**config.mk**
```make
export PLATFORM = sky130hd
export DESIGN_NAME = delay_unit
export DESIGN_NICKNAME = d
export VERILOG_FILES = /design/src/rtl/delay_unit.sv
export SDC_FILE = /design/constraint.sdc
export NUM_CORES = 1
export LEC_CHECK = 0
export ABC_AREA = 1
export CORE_AREA = 2 2 39 41
export DETAILED_ROUTE_END_ITERATION = 7
export DIE_AREA = 0 0 41 43
export GPL_ROUTABILITY_DRIVEN = 1
export MAX_ROUTING_LAYER = met4
export PLACE_DENSITY_LB_ADDON = 0.05
export SLEW_MARGIN = 30
export SYNTH_ARGS = -nofsm -noshare
export SYNTH_HDL_FRONTEND = slang
export SYNTH_SLANG_ARGS = --single-unit
```
**constraint.sdc**
```tcl
create_clock -name clk -period 0.8 [get_ports clk]
set_input_delay 0.12 -clock clk [delete_from_list [all_inputs] [get_ports clk]]
set_output_delay 0.12 -clock clk [all_outputs]
set_load 0.1 [all_outputs]
```
**src/rtl/delay_unit.sv**
```systemverilog
`default_nettype none
// ============================================================================
//  Module      : delay_unit
//  Description : Fixed-latency handshake delay stage. A word accepted on
//                valid/next is presented on out with a one-cycle ready
//                strobe exactly delay_time cycles after acceptance.
//                delay_time = 0 degenerates to a single-register stage.
//  Revision    : 1.0 - initial release
// ============================================================================
module delay_unit #(
    parameter int delay_time = 0,   // cycles from acceptance to output
    parameter int cnt_size   = 4,   // counter width, delay_time <= 2**cnt_size-1
    parameter int delay_size = 8    // data word width
) (
    input  logic                  clk,
    input  logic                  rst_n,
    input  logic                  valid,
    input  logic [delay_size-1:0] in,
    output logic [delay_size-1:0] out,
    output logic                  ready,
    output logic                  next
);

    generate
        if (delay_time == 0) begin : g_pass
            // Pass-through: always accepting, one word per cycle.
            logic [delay_size-1:0] out_d;
            logic [delay_size-1:0] out_q;
            logic                  ready_d;
            logic                  ready_q;

            // Capture the word on every valid edge; hold out otherwise.
            always_comb begin
                out_d   = out_q;
                ready_d = 1'b0;
                if (valid) begin
                    out_d   = in;
                    ready_d = 1'b1;
                end
            end

            // Output registers with asynchronous clear.
            always_ff @(posedge clk or negedge rst_n) begin
                if (!rst_n) begin
                    out_q   <= '0;
                    ready_q <= 1'b0;
                end else begin
                    out_q   <= out_d;
                    ready_q <= ready_d;
                end
            end

            assign out   = out_q;
            assign ready = ready_q;
            assign next  = 1'b1;
        end else begin : g_fsm
            typedef enum logic {
                S_IDLE  = 1'b0,
                S_COUNT = 1'b1
            } state_t;

            // Counter value at which the held word is released.
            localparam logic [cnt_size-1:0] C_LAST = cnt_size'(delay_time);

            state_t                state_d;
            state_t                state_q;
            logic [cnt_size-1:0]   cnt_d;
            logic [cnt_size-1:0]   cnt_q;
            logic [delay_size-1:0] data_d;
            logic [delay_size-1:0] data_q;
            logic [delay_size-1:0] out_d;
            logic [delay_size-1:0] out_q;
            logic                  ready_d;
            logic                  ready_q;
            logic                  next_d;
            logic                  next_q;

            // Next-state logic: accept in IDLE, count, release at C_LAST.
            // next_q is high exactly in IDLE, so valid alone means acceptance there.
            always_comb begin
                state_d = state_q;
                cnt_d   = cnt_q;
                data_d  = data_q;
                out_d   = out_q;
                ready_d = 1'b0;
                next_d  = next_q;
                case (state_q)
                    S_IDLE: begin
                        if (valid) begin
                            data_d  = in;
                            cnt_d   = cnt_size'(1);
                            next_d  = 1'b0;
                            state_d = S_COUNT;
                        end
                    end
                    S_COUNT: begin
                        if (cnt_q == C_LAST) begin
                            out_d   = data_q;
                            ready_d = 1'b1;
                            next_d  = 1'b1;
                            state_d = S_IDLE;
                        end else begin
                            cnt_d = cnt_q + 1'b1;
                        end
                    end
                    default: begin
                        state_d = S_IDLE;
                        next_d  = 1'b1;
                    end
                endcase
            end

            // State and output registers; reset aborts any word in flight.
            always_ff @(posedge clk or negedge rst_n) begin
                if (!rst_n) begin
                    state_q <= S_IDLE;
                    cnt_q   <= '0;
                    data_q  <= '0;
                    out_q   <= '0;
                    ready_q <= 1'b0;
                    next_q  <= 1'b1;
                end else begin
                    state_q <= state_d;
                    cnt_q   <= cnt_d;
                    data_q  <= data_d;
                    out_q   <= out_d;
                    ready_q <= ready_d;
                    next_q  <= next_d;
                end
            end

            assign out   = out_q;
            assign ready = ready_q;
            assign next  = next_q;
        end
    endgenerate

endmodule
`default_nettype wire

```
# == Word level (Yosys, flattened, before mapping) ==
# Index checks and enable logic that the tools add are counted.
# word_totals
ff_bits,9
wordCells,3
in_bits,11
# op_classes
muxes,1
# op_table
cell,n
1-bit two-way mux,1

# == Longest topological paths before layout ==
# depth
ltp_word,1
depth_mapped,4

# == Least setup slack after synthesis ==
# Ideal clock, no wire load.
# synth_timing
path_kind,flip-flop to flip-flop
start,"reg, netlist name out[0]"
end,"reg g_pass.out_q[0], in the netlist out[0]"
arrival_time_ps,1079
n_path_buf,0
slack_ps,-346
path_stages_with_launch,3
t_required_ps,733
path_cell_list,dfrtp_1 nand2_1 nand2_1
# synth_lines
item,line,source
to (signal assigned),48,out_q <= out_d;
to (decl),28,logic [delay_size-1:0] out_q;

# == Worst setup path after layout ==
# layout_timing
start,"reg g_pass.out_q[3], in the netlist out[3]"
end,out out[3]
# layout_lines
item,line,source
to (decl),19,"output logic [delay_size-1:0] out,"
# No word-level cell between the ends.

==> load_flow_metrics.sql <==
INSERT INTO impl_metrics (metric_group, metric, value, unit) VALUES
('status', 'status', 'finished, violations left', ''),
('status', 'failed_checks', 'setup timing', ''),
('synth', 'postSynth.asyncResetShare', '100', '%'),
('cells_and_area', 'final_net_count', '74', ''),
('grt', 'grt_start_max_net_pins', '9', ''),
('timing', 'timing.final.ws_setup', '-0.240', 'ns'),
('floorplan', 'floorplan.rows', '14', ''),
('critical_path', 'setup.reg_to_reg.worst_slack', '0.07', 'ns'),
('grt', 'first_global_vias', '308', ''),
('timing', 'timing.final.setup_violations', '9', ''),
('power', 'p_per_area', '2090', 'nW/um2'),
('critical_path', 'worstPathBufferInverterCount', '1', ''),
('drt', 'totalWireLength', '779', 'um'),
('placement', 'placed_area', '682', 'um2'),
('cells_and_area', 'final.fill_count', '133', ''),
('synth', 'synth-warning-count', '0', ''),
('critical_path', 'timing.critical_path.required', '0.68', 'ns'),
('timing', 'post-route-min-period', '1.04', 'ns'),
('critical_path', 'maximum_fanout_along_the_worst_path', '2', ''),
('timing', 'unrepaired_setup_endpoints_after_global_routing', 'true', ''),
('timing', 'setup_total_negative_slack', '-1.93', 'ns'),
('floorplan', 'core_area', '1380', 'um2'),
('cts', 'tritoncts_clock_tree', 'built', ''),
('cells_and_area', 'seq_area', '254', 'um2'),
('grt', 'global_route_wire_length_before_repair', '1.24', 'mm'),
('cts', 'postCtsSetupRepairBufs', '0', ''),
('timing', 'finalClockSkew', '0', 'ns'),
('timing', 'report.final.hold_viol_count', '0', ''),
('cts', 'cts_resized', '0', ''),
('grt', 'grt_antenna_before_repair', '0', ''),
('placement', 'port_buffers', '19', ''),
('cts', 'clock_sink_count', '9', ''),
('synth', 'synth_most_common_cell', 'nand2_1', ''),
('critical_path', 'cp_top_family', 'flip-flops', ''),
('drt', 'drc', '0', ''),
('synth', 'synth_sequential_area_ratio', '65.9', '%'),
('critical_path', 'crit_path_max_incr_delay', '0.49', 'ns'),
('floorplan', 'ios', '21', ''),
('timing', 'worst_hold_slack', '0.159', 'ns'),
('drt', 'initialDrtViolationCount', '0', ''),
('timing', 'post_route_fraction_of_the_period_consumed_by_the_critical_path', '130', '%'),
('drt', 'route.detailed.vias_per_inst', '3.96', ''),
('cts', 'maximum_clock_path_buffer_count', '2', ''),
('floorplan', 'floorplan.initialDensity', '24.7', '%'),
('min_path', 'worstHoldPathType', 'in2async', ''),
('cells_and_area', 'layout.core_utilization', '51.2', '%'),
('drt', 'via_count_of_the_routed_design', '309', ''),
('synth', 'ys_ff_latch', '9', ''),
('critical_path', 'start_kind', 'register', ''),
('cts', 'total_number_of_h_tree_levels', '1', ''),
('critical_path', 'crit_slowest_cell', 'dfrtp_4', ''),
('floorplan', 'die_area', '1760', 'um2'),
('cells_and_area', 'multiInputGateArea', '93.8', 'um2'),
('cts', 'cts.hold.buffers_added', '0', ''),
('synth', 'post-synth-top-area-cell', 'dfrtp_1', ''),
('timing', 'timing_max_transition_violations_final', '0', ''),
('cells_and_area', 'area_growth_syn_to_layout', '107', '%'),
('cts', 'cts-buffers-inserted', '3', ''),
('grt', 'track_usage', '11.6', '%'),
('critical_path', 'timing.critical_path.to_type', 'primary output', ''),
('floorplan', 'die_x', '41', 'um'),
('cells_and_area', 'final_layout_size_suffix_gt1_share', '41.9', '%'),
('synth', 'syn-cell-area', '342', 'um2'),
('synth', 'yosys.area.top_type_share', '65.9', '%'),
('critical_path', 'timing.reg2reg.worst_path_depth', '2', ''),
('run', 'max_cap_violations', '0', ''),
('critical_path', 'critical_path_depth', '1', ''),
('critical_path', 'arrival', '0.92', 'ns'),
('placement', 'place.gp.congestion', '0.567', ''),
('critical_path', 'criticalPathCategory', 'reg2out', ''),
('synth', 'synth_ff_type', 'dfrtp_1', '');
cells by family after synthesis:
kind of cell / after synthesis / synth area share [%]
and+or+nand+nor: 24 / 26.4
DFF: 9 / 65.9
buffers and inverters: 3 / 6.59
other: 1 / 1.10
cell type report:
type                       count  share of cell area, %
timing repair buffer          23                   43.8
sequential                     9                   35.9
multi-input combinational     25                   13.3
clock buffer                   4                   3.71
tap                           16                   2.83
inverter                       1                  0.530
metrics by stage:
step / instances / worst slack, ns
finish: 78 / -0.240
global route: 78 / -0.270
global placement: 74 / -0.189
detailed placement: 74 / -0.237
CTS: 78 / -0.249
floorplan: 37 / -0.0799
state kept, by name, indices dropped and copies added, names as in the netlist:
signal / count
ready: 1
out: 8
metal layers:
metal  up-vias  part of all wire [%]  GRT usage, %
li1        155                     -             -
met3         0                   8.9          7.85
met4         0                     0          4.00
met5         -                     0             -
met1       140                    36          12.0
met2        14                    55          16.9
layout by cell type, fill, tap and decap left out:
cell type,instances
conb_1,1
inv_2,1
nand2_1,24
dfrtp_4,7
buf_12,9
dfrtp_2,2
clkbuf_4,3
buf_4,4
clkdlybuf4s50_1,10
clkbuf_1,1
path summary, 6_finish.rpt:
path / startpoint / to
worst min register to register: out[0] / out[0]
min in group clk: in[2] / out[2]
worst max register to register: out[3] / out[3]
max in group asynchronous: rst_n / out[6]
worst min-delay path: rst_n / out[5]
worst max-delay path: out[3] / out[3]
where the power goes:
| group | switching (mW) | leakage, nW | total [mW] | internal, mW |
|---|---|---|---|---|
| clock | 0.139 | 0.0150 | 0.330 | 0.191 |
| combinational | 0.376 | 0.218 | 0.595 | 0.219 |
| sequential | 0.0406 | 0.0990 | 0.557 | 0.516 |
| total | 0.555 | 0.332 | 1.48 | 0.926 |
Note: power is estimated with default switching activity, not from simulation.
